## src/rtl/seg_pkg.sv

```systemverilog
// Shared types and default tuning constants for the rider-presence / steer-enable supervisor.
// Latency: n/a (declarations only).
// Backpressure: n/a.
package seg_pkg;

  typedef enum logic [1:0] {OFF = 2'd0, WAIT = 2'd1, STEER = 2'd2} steer_st_t;

  // Weight thresholds are in total-weight units (sum of all cells).
  localparam int MIN_RIDER_WT_DEF = 'h200;
  localparam int WT_HYST_DEF      = 'h040;

  // Settle timer: about 1.34 s at 50 MHz; the fast width keeps simulations short.
  localparam int TMR_W_DEF        = 26;
  localparam int FAST_TMR_W_DEF   = 15;

  // Consecutive bad readings before a cell is declared faulty.
  localparam int FAULT_CNT_DEF    = 8;

endpackage

```

## src/rtl/steer_supervisor_if.sv

```systemverilog
// Sample-in / result-out bundle between the A2D front end and the steer supervisor.
// Latency: n/a (wiring only).
// Backpressure: none; smpl_vld is a strobe and the consumer always accepts.
interface steer_supervisor_if #(
  parameter int N_CELLS = 2,
  parameter int LD_W    = 12
);
  localparam int SUM_W = LD_W + $clog2(N_CELLS / 2);

  logic                      smpl_vld;
  logic [N_CELLS*LD_W-1:0]   ld;
  logic [SUM_W:0]            ld_cell_diff;
  logic [SUM_W:0]            tot_wt;
  logic                      en_steer;
  logic                      rider_off;
  logic [N_CELLS-1:0]        cell_fault;
  logic                      upd;

  // Sample producer side.
  modport master (
    output smpl_vld, ld,
    input  ld_cell_diff, tot_wt, en_steer, rider_off, cell_fault, upd
  );

  // Supervisor side.
  modport slave (
    input  smpl_vld, ld,
    output ld_cell_diff, tot_wt, en_steer, rider_off, cell_fault, upd
  );

endinterface

```

## src/rtl/ld_cell_flt.sv

```systemverilog
// Per-cell stuck/open detector: counts consecutive 0 / all-ones readings, raises a sticky flag.
// Latency: flag sets on the clock that accepts the FAULT_CNT-th consecutive bad reading.
// Backpressure: none; evaluates only on the sample strobe.
module ld_cell_flt
  import seg_pkg::*;
#(
  parameter int LD_W      = 12,
  parameter int FAULT_CNT = FAULT_CNT_DEF
) (
  input  logic            clk,
  input  logic            rst,
  input  logic            i_smpl_vld,
  input  logic [LD_W-1:0] i_ld,
  output logic            o_fault
);
  localparam int                CNT_W   = $clog2(FAULT_CNT + 1);
  localparam logic [CNT_W-1:0]  CNT_MAX = CNT_W'(FAULT_CNT);

  logic [CNT_W-1:0] r_cnt;
  logic             r_fault;
  logic             w_bad;

  // A shorted cell reads all-ones, an open cell reads zero.
  assign w_bad = (i_ld == '0) || (i_ld == '1);

  // Run-length counter of bad samples; flag is sticky until reset.
  always_ff @(posedge clk or posedge rst) begin
    if (rst) begin
      r_cnt   <= '0;
      r_fault <= 1'b0;
    end else if (i_smpl_vld) begin
      if (!w_bad) begin
        r_cnt <= '0;
      end else if (r_cnt != CNT_MAX) begin
        r_cnt <= r_cnt + 1'b1;
        if (r_cnt == CNT_MAX - 1'b1) r_fault <= 1'b1;
      end
    end
  end

  assign o_fault = r_fault;

endmodule

```

## src/rtl/steer_supervisor.sv

```systemverilog
// Rider-presence and steer-enable supervisor: left/right load sums, weight hysteresis, settle timer.
// Latency: 2 clk from smpl_vld to upd; state/outputs follow upd by 1 and 2 clk.
// Backpressure: none; fully pipelined, a sample may arrive every clock.
module steer_supervisor
  import seg_pkg::*;
#(
  parameter int N_CELLS      = 2,
  parameter int LD_W         = 12,
  parameter int MIN_RIDER_WT = MIN_RIDER_WT_DEF,
  parameter int WT_HYST      = WT_HYST_DEF,
  parameter int TMR_W        = TMR_W_DEF,
  parameter int FAST_TMR_W   = FAST_TMR_W_DEF,
  parameter int FAULT_CNT    = FAULT_CNT_DEF
) (
  input  logic                clk,
  input  logic                rst,
  input  logic                fast_sim,
  steer_supervisor_if.slave   bus
);
  localparam int HALF  = N_CELLS / 2;
  localparam int SUM_W = LD_W + $clog2(HALF);
  localparam int SW1   = SUM_W + 1;

  localparam logic [SUM_W:0]   HI        = SW1'(MIN_RIDER_WT + WT_HYST);
  localparam logic [SUM_W:0]   LO        = SW1'(MIN_RIDER_WT - WT_HYST);
  localparam logic [TMR_W-1:0] FAST_TERM = {{(TMR_W-FAST_TMR_W){1'b0}}, {FAST_TMR_W{1'b1}}};

  logic [N_CELLS-1:0]        w_fault;
  logic [N_CELLS*LD_W-1:0]   w_masked;
  logic [N_CELLS*LD_W-1:0]   r_stg1;
  logic                      r_stg1_vld;
  logic [SUM_W-1:0]          w_lft_sum, w_rght_sum;
  logic [SUM_W-1:0]          r_lft_sum, r_rght_sum;
  logic                      r_upd;
  logic [SUM_W:0]            w_diff, w_tot, w_abs;

  steer_st_t                 r_state, w_state_nxt;
  logic [TMR_W-1:0]          r_tmr, w_tmr_nxt, w_term;
  logic                      w_tmr_done;
  logic                      r_rider_off, r_en_steer;

  // Per-cell fault detectors; a flagged cell contributes zero to the sums.
  for (genvar g = 0; g < N_CELLS; g++) begin : g_cell
    ld_cell_flt #(.LD_W(LD_W), .FAULT_CNT(FAULT_CNT)) u_flt (
      .clk        (clk),
      .rst        (rst),
      .i_smpl_vld (bus.smpl_vld),
      .i_ld       (bus.ld[g*LD_W +: LD_W]),
      .o_fault    (w_fault[g])
    );
    assign w_masked[g*LD_W +: LD_W] = w_fault[g] ? '0 : bus.ld[g*LD_W +: LD_W];
  end

  // Stage 1: capture the (masked) sample set.
  always_ff @(posedge clk or posedge rst) begin
    if (rst) begin
      r_stg1     <= '0;
      r_stg1_vld <= 1'b0;
    end else begin
      r_stg1_vld <= bus.smpl_vld;
      if (bus.smpl_vld) r_stg1 <= w_masked;
    end
  end

  // Zero-extended half sums; SUM_W is sized so these never overflow.
  always_comb begin
    w_lft_sum  = '0;
    w_rght_sum = '0;
    for (int i = 0; i < HALF; i++) begin
      w_lft_sum  = w_lft_sum  + SUM_W'(r_stg1[i*LD_W +: LD_W]);
      w_rght_sum = w_rght_sum + SUM_W'(r_stg1[(i+HALF)*LD_W +: LD_W]);
    end
  end

  // Stage 2: register the half sums; upd marks the cycle they are fresh.
  always_ff @(posedge clk or posedge rst) begin
    if (rst) begin
      r_lft_sum  <= '0;
      r_rght_sum <= '0;
      r_upd      <= 1'b0;
    end else begin
      r_upd <= r_stg1_vld;
      if (r_stg1_vld) begin
        r_lft_sum  <= w_lft_sum;
        r_rght_sum <= w_rght_sum;
      end
    end
  end

  assign w_diff     = {1'b0, r_lft_sum} - {1'b0, r_rght_sum};
  assign w_tot      = {1'b0, r_lft_sum} + {1'b0, r_rght_sum};
  assign w_abs      = w_diff[SUM_W] ? ('0 - w_diff) : w_diff;
  assign w_term     = fast_sim ? FAST_TERM : {TMR_W{1'b1}};
  assign w_tmr_done = (r_tmr >= w_term);

  // State and settle-timer registers.
  always_ff @(posedge clk or posedge rst) begin
    if (rst) begin
      r_state <= OFF;
      r_tmr   <= '0;
    end else begin
      r_state <= w_state_nxt;
      r_tmr   <= w_tmr_nxt;
    end
  end

  // Next state: weight-low wins over imbalance, imbalance wins over timer expiry.
  always_comb begin
    w_state_nxt = r_state;
    w_tmr_nxt   = r_tmr;
    case (r_state)
      OFF: begin
        w_tmr_nxt = '0;
        if (r_upd && (w_tot > HI)) w_state_nxt = WAIT;
      end
      WAIT: begin
        w_tmr_nxt = w_tmr_done ? r_tmr : r_tmr + 1'b1;
        if (r_upd) begin
          if (w_tot < LO) begin
            w_state_nxt = OFF;
            w_tmr_nxt   = '0;
          end else if (w_abs > (w_tot >> 2)) begin
            w_tmr_nxt   = '0;
          end else if (w_tmr_done) begin
            w_state_nxt = STEER;
          end
        end
      end
      STEER: begin
        if (r_upd) begin
          if (w_tot < LO) begin
            w_state_nxt = OFF;
            w_tmr_nxt   = '0;
          end else if (w_abs > (w_tot - (w_tot >> 4))) begin
            // One foot lifted: back to settling.
            w_state_nxt = WAIT;
            w_tmr_nxt   = '0;
          end
        end
      end
      default: begin
        w_state_nxt = OFF;
        w_tmr_nxt   = '0;
      end
    endcase
  end

  // Registered status; any faulty cell vetoes steering without touching the state.
  always_ff @(posedge clk or posedge rst) begin
    if (rst) begin
      r_rider_off <= 1'b1;
      r_en_steer  <= 1'b0;
    end else begin
      r_rider_off <= (r_state == OFF);
      r_en_steer  <= (r_state == STEER) && !(|w_fault);
    end
  end

  assign bus.ld_cell_diff = w_diff;
  assign bus.tot_wt       = w_tot;
  assign bus.upd          = r_upd;
  assign bus.rider_off    = r_rider_off;
  assign bus.en_steer     = r_en_steer;
  assign bus.cell_fault   = w_fault;

endmodule

```

## src/flat_wrapper.sv

```systemverilog
// flat-port wrapper written by rule: the top's interface ports become plain ports
module steer_supervisor_flat import seg_pkg::*;
#(
  parameter int N_CELLS      = 2,
  parameter int LD_W         = 12,
  parameter int MIN_RIDER_WT = MIN_RIDER_WT_DEF,
  parameter int WT_HYST      = WT_HYST_DEF,
  parameter int TMR_W        = TMR_W_DEF,
  parameter int FAST_TMR_W   = FAST_TMR_W_DEF,
  parameter int FAULT_CNT    = FAULT_CNT_DEF
)
  (clk, rst, fast_sim, bus_smpl_vld, bus_ld, bus_ld_cell_diff, bus_tot_wt, bus_en_steer, bus_rider_off, bus_cell_fault, bus_upd);
  steer_supervisor_if #(.N_CELLS(N_CELLS), .LD_W(LD_W)) bus_i ();
  input  logic clk;
  input  logic rst;
  input  logic fast_sim;
  input wire logic [$bits(bus_i.smpl_vld)-1:0] bus_smpl_vld;
  input wire logic [$bits(bus_i.ld)-1:0] bus_ld;
  output wire logic [$bits(bus_i.ld_cell_diff)-1:0] bus_ld_cell_diff;
  output wire logic [$bits(bus_i.tot_wt)-1:0] bus_tot_wt;
  output wire logic [$bits(bus_i.en_steer)-1:0] bus_en_steer;
  output wire logic [$bits(bus_i.rider_off)-1:0] bus_rider_off;
  output wire logic [$bits(bus_i.cell_fault)-1:0] bus_cell_fault;
  output wire logic [$bits(bus_i.upd)-1:0] bus_upd;
  assign bus_i.smpl_vld = bus_smpl_vld;
  assign bus_i.ld = bus_ld;
  assign bus_ld_cell_diff = bus_i.ld_cell_diff;
  assign bus_tot_wt = bus_i.tot_wt;
  assign bus_en_steer = bus_i.en_steer;
  assign bus_rider_off = bus_i.rider_off;
  assign bus_cell_fault = bus_i.cell_fault;
  assign bus_upd = bus_i.upd;
  steer_supervisor #(.N_CELLS(N_CELLS), .LD_W(LD_W), .MIN_RIDER_WT(MIN_RIDER_WT), .WT_HYST(WT_HYST), .TMR_W(TMR_W), .FAST_TMR_W(FAST_TMR_W), .FAULT_CNT(FAULT_CNT)) u_core (.clk(clk), .rst(rst), .fast_sim(fast_sim), .bus(bus_i));
endmodule
```

## config.mk

```make
export PLATFORM = sky130hd
export DESIGN_NAME = steer_supervisor_flat
export DESIGN_NICKNAME = d
export VERILOG_FILES = /design/src/rtl/seg_pkg.sv /design/src/rtl/steer_supervisor_if.sv /design/src/rtl/ld_cell_flt.sv /design/src/rtl/steer_supervisor.sv /design/src/flat_wrapper.sv
export SDC_FILE = /design/constraint.sdc
export NUM_CORES = 1
export LEC_CHECK = 0
export ABC_AREA = 1
export BUFFER_PORTS_ARGS = -buffer_cell sky130_fd_sc_hd__buf_2
export CORE_ASPECT_RATIO = 0.75
export CORE_MARGIN = 4
export CORE_UTILIZATION = 55
export DETAILED_ROUTE_END_ITERATION = 12
export PLACE_DENSITY = 0.76
export SLEW_MARGIN = 20
export SYNTH_ARGS = -nofsm -noshare
export SYNTH_HDL_FRONTEND = slang
export SYNTH_SLANG_ARGS = --single-unit
```

## constraint.sdc

```tcl
create_clock -name clk -period 10 [get_ports clk]
set_input_delay 1.5 -clock clk [delete_from_list [all_inputs] [get_ports clk]]
set_output_delay 1.5 -clock clk [all_outputs]
set_load 0.05 [all_outputs]
```

Yosys cells after proc, flatten, opt, wreduce, memory -nomap -nowiden
Cells that the tools add are included.
Storage, ports and cells
  input bits: 28
  output and inout port bits: 31
  bits in read-only memories: 0
  memories kept: 0
  bits in latches: 0
  memory bits (writable): 0
  register bits after elaboration: 90
Operators by class
  bitwise logic cells: 0
  equal/unequal tests: 16
  divide/modulo/power cells: 0
  order comparisons: 5
  multiply operators: 0
  shifts and indexed selects: 0
  mux-type cells: 25
  reductions and logical operators: 15
  $add $sub $neg: 7
Operators by type and width (count)
  26-bit two-way mux: 8
  26-bit one-hot mux with 2 select lines: 1
  26-bit by 1-bit adder with 26-bit output, second input constant: 1
  26-bit greater-or-equal comparator: 1
  12-bit equality test, second input constant: 2
  12-bit zero test: 2
  12-bit two-way mux: 2
  2-bit two-way mux: 8
  4-bit two-way mux: 4
  12-bit by 12-bit adder with 13-bit output: 1
  13-bit by 10-bit greater-than comparator with 1-bit output, second input constant: 1
  13-bit by 11-bit greater-than comparator with 1-bit output: 1
  13-bit greater-than comparator: 1
  13-bit by 9-bit less-than comparator with 1-bit output, second input constant: 1
  13-bit two-way mux: 1
  1-bit by 13-bit subtractor with 13-bit output, first input constant: 1
  12-bit by 12-bit subtractor with 13-bit output: 1
  13-bit by 9-bit subtractor with 13-bit output: 1
  2-bit by 1-bit inequality test with 1-bit output, second input constant: 5
  4-bit by 1-bit adder with 4-bit output, second input constant: 2
  4-bit by 3-bit equality test with 1-bit output, second input constant: 2
  4-bit inequality test, second input constant: 2
  4-bit AND reduction: 2
  3-bit by 1-bit inequality test with 1-bit output, second input constant: 2
  other kinds (11): 15

Longest topological paths before layout
Gate-level depths: netlist of run 1.
  depth in word-level cells: 8
  mapped depth: 33

Cells and area by module
Synthesis of run 1 repeated with hierarchy kept, for this count alone.
Second synthesis, totals
  cell total of the unflattened synthesis: 1128
  area, all modules: 7644.8 um^2
By module, submodules not included
  steer_supervisor: area each 6876.6 um^2, times used 1, cells each 1008
  ld_cell_flt: area each 384.1 um^2, times used 2, cells each 60

Worst setup path after synthesis of run 1
Ideal clock, no wire load.
  kind: flip-flop to flip-flop
  start point: register u_core.r_rght_sum[2]
  end point: register u_core.r_tmr[10]
  stages on the path, launching flop included: 29
  arrival: 4.864 ns
  library setup time: 0.065 ns
  period minus slack after synthesis: 4.929 ns
  slack: 5.071 ns
  cell sequence: dfrtp_1 inv_1 ha_1 buf_6 nor2_1 nand2_1 nand3_1 nand4_1 nand2_1 xor2_1 inv_1 ha_1 inv_1 o31ai_1 nand2_1 nand2_1 nand2_1 nand3_1 nand2_1 ha_1 nand2_1 nor4b_1 nand4_1 nand2_1 nand3_1 nand2_2 buf_2 nand2_1 nand2_1
Between the ends
  elaborated cells between the ends (all ways): 16
RTL lines
  start, declared: RTL line steer_supervisor.sv:33  | logic [SUM_W-1:0] r_lft_sum, r_rght_sum;
  start signal, assigned: RTL line steer_supervisor.sv:85  | r_rght_sum <= w_rght_sum;
  12-bit by 12-bit adder with 13-bit output *: RTL line steer_supervisor.sv:91  | assign w_tot = {1'b0, r_lft_sum} + {1'b0, r_rght_sum};
  net bus_tot_wt[7]: RTL line flat_wrapper.sv:20  | output wire logic [$bits(bus_i.tot_wt)-1:0] bus_tot_wt;
  parallel branches: the longest is 5 deep, another holds 13-bit by 9-bit subtractor with 13-bit output
  end signal, assigned: RTL line steer_supervisor.sv:103  | r_tmr <= w_tmr_nxt;
  end, declared: RTL line steer_supervisor.sv:38  | logic [TMR_W-1:0] r_tmr, w_tmr_nxt, w_term;
Mark *: on every way through the listed nets, which the timed path passes. The select of a mux whose other input is x is not followed.
A chain may end at the register's enable or synchronous reset.

Final worst setup path of run 1
  start point: register u_core.r_rght_sum[0]
  end point: register u_core.r_tmr[9]
Between the ends
  cells in the longest elaborated chain, start to end: 8
  elaborated cells between the ends (all ways): 16
Ends and longest elaborated chain
  12-bit by 12-bit subtractor with 13-bit output: RTL line steer_supervisor.sv:90  | assign w_diff = {1'b0, r_lft_sum} - {1'b0, r_rght_sum};
  1-bit by 13-bit subtractor with 13-bit output: RTL line steer_supervisor.sv:92  | assign w_abs = w_diff[SUM_W] ? ('0 - w_diff) : w_diff;
  13-bit two-way mux: RTL line steer_supervisor.sv:92
  13-bit by 11-bit greater-than comparator with 1-bit output: RTL line steer_supervisor.sv:122  | end else if (w_abs > (w_tot >> 2)) begin
  26-bit two-way mux: RTL line steer_supervisor.sv:122
  26-bit two-way mux: RTL line steer_supervisor.sv:119  | if (w_tot < LO) begin
  26-bit two-way mux: RTL line steer_supervisor.sv:118  | if (r_upd) begin
  26-bit one-hot mux with 2 select lines: RTL line steer_supervisor.sv:111  | case (r_state)
Several ways; a longest one is shown, not always the timed one. The select of a mux whose other input is x is not followed.

==> impl_metrics.toml, run 1 <==
[status]
status = "complete, no violations"

[logic_synthesis]
synth_area_per_cell_um2 = 6.96
netlist_area_mm2 = 0.00759
synth_edf_count = 0
synth_top_area_share_pct = 29.3
ys_seq_elements = 90
synth_seq_area_share_pct = 29.7
syn_nets = 1190
yosys_warnings = 0
ys.flop_type = "dfrtp_1"
ys_types = 51
synth_area_leaders = "dfrtp_1, nand2_1, ha_1"
syn_inst = 1091
synthArstFlopShare_pct = 100
synth_top_area_cell = "dfrtp_1"

[drt]
ant_nets = 0
wl_per_cell_um = 13.7
dr.pass1.iters = 5
drc_errors = 0
routed_via_density = 5.38
vias = 7067
drt_iter0_markers = 388
wl_mm = 18.0

[layout]
final_util_pct = 62.3
final_cell_mix = "nand2_1, inv_1, nor2_1, dfrtp_1, o21ai_0"
nets = 1237
area_growth_pct = 8.66
drive_gt1_share_pct = 11.9
layout_commonest_cell = "nand2_1"
antennaDiodeCount = 0
finalNonFillerCells = 1314

[power_and_ir_drop]
power_density_mw_per_mm2 = 111
clockPowerShare_pct = 36.0
leakage_nw = 4.42
swShare_pct = 33.8
peakVddDrop_mv = 0.128
totalPowerFinal_mw = 0.917
internal_power_mw = 0.607
power_switching_mw = 0.309
power_frac_comb_pct = 22.2
p_seq_share_pct = 41.8

[global_route]
grt_overflow = 0
first_global_vias = 6249
grt_max_degree = 81
grt_pass1_wl_mm = 29.7
antenna_found_initial = 0
grtUsageTotal_pct = 23.1

[floorplanning]
core_region_area_mm2 = 0.0132
die_area_mm2 = 0.0158
rows = 36
pin_count = 59
die_w_um = 144
start_util_pct = 57.3
die_h_um = 110

[critical_path]
slowest_stage = "xor2_1"
arrival_ns = 5.74
criticalPathCategory = "reg2reg"
worst-path-buf-inv = 2
crit_required_ns = 10.22
cpLargestDelayFamily = "adder cells"
cp-end-kind = "flop"
cp_common_cell = "nand2_1"
crit_path_start_kind = "flop"
crit_fanout = 27
slowest_delay_ns = 0.45

[timing]
period_minus_slack_ns = 5.52
worst_pin_slew_ns = 0.721
skew_ns = 0.0108
finalHoldViolations = 0
max-slew-margin-rel_pct = 51.9
setup-tns-final_ns = 0
rsz0062_at_grt = "no"
post-route-period-util_pct = 55.2
final_max_slew_viol_count = 0
max_freq_ghz = 0.181
setup_viol = 0
final.setup.worst_slack_ns = 4.48

[placed_design]
dp_cells = 1298
place_hpwl_mm = 13.9
globalplace.congestion = 0.934
port_buffers = 58
dp_slack_ns = 4.57

[cts]
cts.path.max_buffers = 2
cts_tree = "yes"
cts.sinks = 90
ctsHtreeMaxLevel = 3
cts_setup_buffers = 0
clkSlewWorstSetupHoldPaths_ns = 0.07
ctsResizeCount = 0
clk_root_buffer_cell = "clkbuf_16"
clk_latency_ns = 0.34
numCtsBuffers = 9
hold_buffers = 0

[hold_path]
hold_class = "reg2reg"

[job]
cap_violations = 0
==> metal layers <==
layer	GRT usage, %	up-vias	wire [µm]
met5	0	-	0
met4	4.97	0	164
met3	4.35	15	1250
met2	34.9	234	7650
met1	34.6	3224	8940
li1	-	3594	-
==> worst reg2reg max path, stage by stage (launching register included) <==
cell     delay [ns]
dfrtp_1        0.39
ha_1           0.25
inv_1          0.08
fa_1           0.40
nor2_1         0.15
o21ai_0        0.11
nand2_1        0.14
xor2_1         0.45
inv_1          0.20
ha_1           0.31
fa_1           0.41
o31ai_1        0.44
nand2_1        0.14
nand3_1        0.11
nand2_1        0.07
ha_1           0.29
nand2_1        0.07
nor2_1         0.17
a21oi_1        0.12
o21a_1         0.18
o21ai_0        0.14
nand2_1        0.08
nand3_1        0.12
nand2_2        0.33
nand2_1        0.18
nand2_1        0.07
==> per-stage QoR <==
| stage | instance area (µm²) | hold WS, ns |
|---|---|---|
| 2_1_floorplan | 7590 | 0.380 |
| 3_3_place_gp | 7950 | 0.386 |
| 3_5_place_dp | 7950 | 0.393 |
| 4_1_cts | 8240 | 0.405 |
| 5_1_grt | 8250 | 0.437 |
| 6_report | 8250 | 0.403 |
==> flip-flops by register name, indices dropped and copies added (netlist names), 2 cells and up <==
signal	cells
u_core.r_state	2
u_core.r_tmr	26
u_core.r_stg1	24
u_core.r_lft_sum	12
u_core.r_rght_sum	12
u_core.g_cell.u_flt.r_cnt	8
u_core.g_cell.u_flt.o_fault	2
==> final timing paths <==
| path | startpoint | end | slack, ns | depth (start not counted) |
|---|---|---|---|---|
| max | u_core.r_rght_sum[0] | u_core.r_tmr[9] | 4.48 | 25 |
| min | u_core.r_state[1] | u_core.bus.rider_off | 0.40 | 1 |
| max reg2reg | u_core.r_rght_sum[0] | u_core.r_tmr[9] | 4.48 | 25 |
| min reg2reg | u_core.r_state[1] | u_core.bus.rider_off | 0.40 | 1 |
| max in group asynchronous | rst | u_core.r_stg1_vld | 8.01 | 3 |
| min in group asynchronous | rst | u_core.g_cell[1].u_flt.r_cnt[1] | 1.04 | 2 |
==> cell usage after synthesis, drive strengths merged, types with 3 or more instances <==
master / instances
a31o: 3
o21a: 4
a21oi: 45
nor3: 19
clkbuf: 11
dfrtp: 89
nor2: 103
nand3: 62
ha: 68
inv: 164
o22ai: 3
nand4: 19
o21bai: 7
a31oi: 4
nand2: 324
xnor2: 4
buf: 12
mux2: 9
xor2: 30
nor4: 12
fa: 3
o21ai: 81
==> power by group through the flow <==
| stage | clock [mW] | combinational, mW | sequential (mW) |
|---|---|---|---|
| floorplan | 0 | 0.152 | 0.394 |
| global placement | 0 | 0.200 | 0.389 |
| detailed placement | 0 | 0.203 | 0.389 |
| CTS | 0.334 | 0.204 | 0.383 |
| global route | 0.350 | 0.232 | 0.384 |
| finish | 0.330 | 0.204 | 0.383 |
==> layout make-up <==
type	instances	area [µm²]
Multi-Input combinational cell	814	4570
Clock buffer	10	229
Clock inverter	6	58.8
Inverter	164	617
Sequential cell	90	2250
Timing Repair Buffer	59	302
Fill cell	1210	5000
Tap cell	171	214
==> logic make-up (layout without fill, tap and decap cells) <==
| family | after synthesis | after routing | synth area share, % |
|---|---|---|---|
| compound gates | 153 | 153 | 11.3 |
| xor+xnor | 34 | 34 | 4.57 |
| fa+ha+maj | 71 | 71 | 12.0 |
| buf+inv | 187 | 239 | 10.1 |
| flops | 90 | 90 | 29.7 |
| mux | 9 | 9 | 1.34 |
| simple gates | 547 | 547 | 31.0 |
No activity file was read; power rests on OpenSTA's default activity.
==> run 2: changes to the inputs <==
- PLACE_DENSITY: 0.76 -> 0.79
- clock period: 10 -> 4.5 ns (I/O delays scaled with it)
==> impl_metrics.toml, run 2 (same netlist as run 1, synthesis figures left out) <==
[layout]
finalNonFillerCells = 1353
fillers = 1138
top_register = "u_core.r_tmr"
finish.instance_area_mm2 = 0.00889
largest_register_ff_count = 26
top_regs = "u_core.r_tmr: 26 flops, u_core.r_stg1: 24 flops"
drive_gt1_share_pct = 19.2
nets = 1276
layout_commonest_cell = "nand2_1"
final_cell_mix = "nand2_1, inv_1, dfrtp_1, nor2_1, o21ai_0"
area_growth_pct = 17.1
final_util_pct = 67.1
antennaDiodeCount = 0

[critical_path]
worstRegToRegCells = 26
crit_required_ns = 4.79
slowest_delay_ns = 0.38
worst-path-buf-inv = 5
r2r_end = "u_core.r_tmr[11]"
cp_common_cell = "nand2_1"
arrival_ns = 4.61
cp-end-kind = "flop"
slowest_stage = "dfrtp_1"
crit_fanout = 7
crit_path_start_kind = "flop"
r2r_start = "u_core.r_rght_sum[4]"
cpLargestDelayFamily = "simple AND/OR/NAND/NOR gates"
ff2ff_setup_slack_ns = 0.18
criticalPathCategory = "reg2reg"

[timing]
skew_ns = 0.00863
final_max_slew_viol_count = 0
setup_viol = 0
worst_pin_slew_ns = 0.744
rsz0062_at_grt = "yes"
setup-tns-final_ns = 0
max_freq_ghz = 0.231
period_minus_slack_ns = 4.32
finalHoldViolations = 0
final.setup.worst_slack_ns = 0.179
max-slew-margin-rel_pct = 50.4
post-route-period-util_pct = 96.0
hold_ws_ns = 0.403

[placed_design]
dp_slack_ns = -0.0578
place_hpwl_mm = 14.7
globalplace.congestion = 0.923
placed_area_mm2 = 0.00822
port_buffers = 58
dp_cells = 1327

[power_and_ir_drop]
leakage_nw = 4.65
peakVddDrop_mv = 0.238
totalPowerFinal_mw = 2.12
power_density_mw_per_mm2 = 239

[cts]
clkSlewWorstSetupHoldPaths_ns = 0.06
hold_buffers = 0
clk_latency_ns = 0.35
numCtsBuffers = 9
cts.sinks = 90
cts_tree = "yes"
cts.path.max_buffers = 2
ctsHtreeMaxLevel = 3
clk_root_buffer_cell = "clkbuf_16"

[hold_path]
holdCritStartpoint = "u_core.r_state[1]"
hold_class = "reg2reg"
holdPathStages = 1
min_to = "u_core.bus.rider_off"

[global_route]
first_global_vias = 6735
grt_pass1_wl_mm = 31.8
antenna_found_initial = 0
grt_overflow = 0
grtUsageTotal_pct = 25.2
grt_max_degree = 61

[job]
cap_violations = 0

[floorplanning]
start_util_pct = 57.3
rows = 36
pin_count = 59
die_area_mm2 = 0.0158
die_h_um = 110
die_w_um = 144
core_region_area_mm2 = 0.0132

[drt]
ant_nets = 0
routed_via_density = 5.40
wl_mm = 19.7
drc_errors = 0
vias = 7308
drt_iter0_markers = 540
dr.pass1.iters = 6
wl_per_cell_um = 14.6

[status]
status = "complete, no violations"
[run 2: cell count changes in the layout (fill, tap and decap cells not counted), moves of 10 or more]
cell and delta:
buf_4 +36, ha_1 -14, nand2_1 -11, nand2_2 +10
[run 2: area by class of cell]
class | count | area (µm²) | share of cell area [%]
clock inverters | 5 | 61.3 | 0.690
well taps | 171 | 214 | 2.41
inverters | 164 | 618 | 6.95
multi-input cells | 814 | 4870 | 54.8
repair buffers | 98 | 642 | 7.22
clock buffers | 11 | 233 | 2.62
flip-flops and latches | 90 | 2250 | 25.4
[run 2: how the worst max path moves through the flow]
stage | end | startpoint | depth (start not counted) | slack [ns]
2_1_floorplan | u_core.r_tmr[10] | u_core.r_rght_sum[0] | 26 | 0.03
3_3_place_gp | u_core.r_state[0] | u_core.r_rght_sum[3] | 30 | 0.02
3_5_place_dp | u_core.r_state[0] | u_core.r_rght_sum[3] | 30 | -0.06
4_1_cts | u_core.r_state[0] | u_core.r_rght_sum[2] | 31 | 0.02
5_1_grt | u_core.r_tmr[11] | u_core.r_rght_sum[0] | 26 | -0.08
6_report | u_core.r_tmr[11] | u_core.r_rght_sum[4] | 26 | 0.18
[run 2: timing repair]
action | CTS | global route
pin swaps | 0 | 20
setup endpoints to repair | 28 | 28
gates resized for setup | 4 | 63
endpoints found under the hold margin | 0 | 0
buffers inserted | 0 | 7
gates cloned | 0 | 3
[run 2: power by group]
group,leakage (nW),switching [mW],total (mW),internal (mW)
clock,0.144,0.325,0.760,0.435
combinational,3.27,0.351,0.508,0.157
sequential,1.23,0.0236,0.853,0.829
total,4.65,0.700,2.12,1.42
[run 2: metal layers]
| metal | GRT usage, % | routed length (µm) | vias to the layer above |
|---|---|---|---|
| met4 | 7.12 | 369 | 0 |
| met5 | 0 | 0 | - |
| met3 | 4.39 | 1180 | 30 |
| met1 | 36.7 | 9590 | 3375 |
| met2 | 38.7 | 8570 | 216 |
| li1 | - | - | 3687 |
[run 2: worst reg2reg max path, delay by kind of cell, from the launching register on]
family	cells	cell delay [ns]
AOI/OAI and AO/OA	3	0.66
xor gates and xnor gates	1	0.20
adders and majority gates	3	0.95
buffers and inverters	5	0.57
DFF	1	0.38
and+or+nand+nor	14	1.51
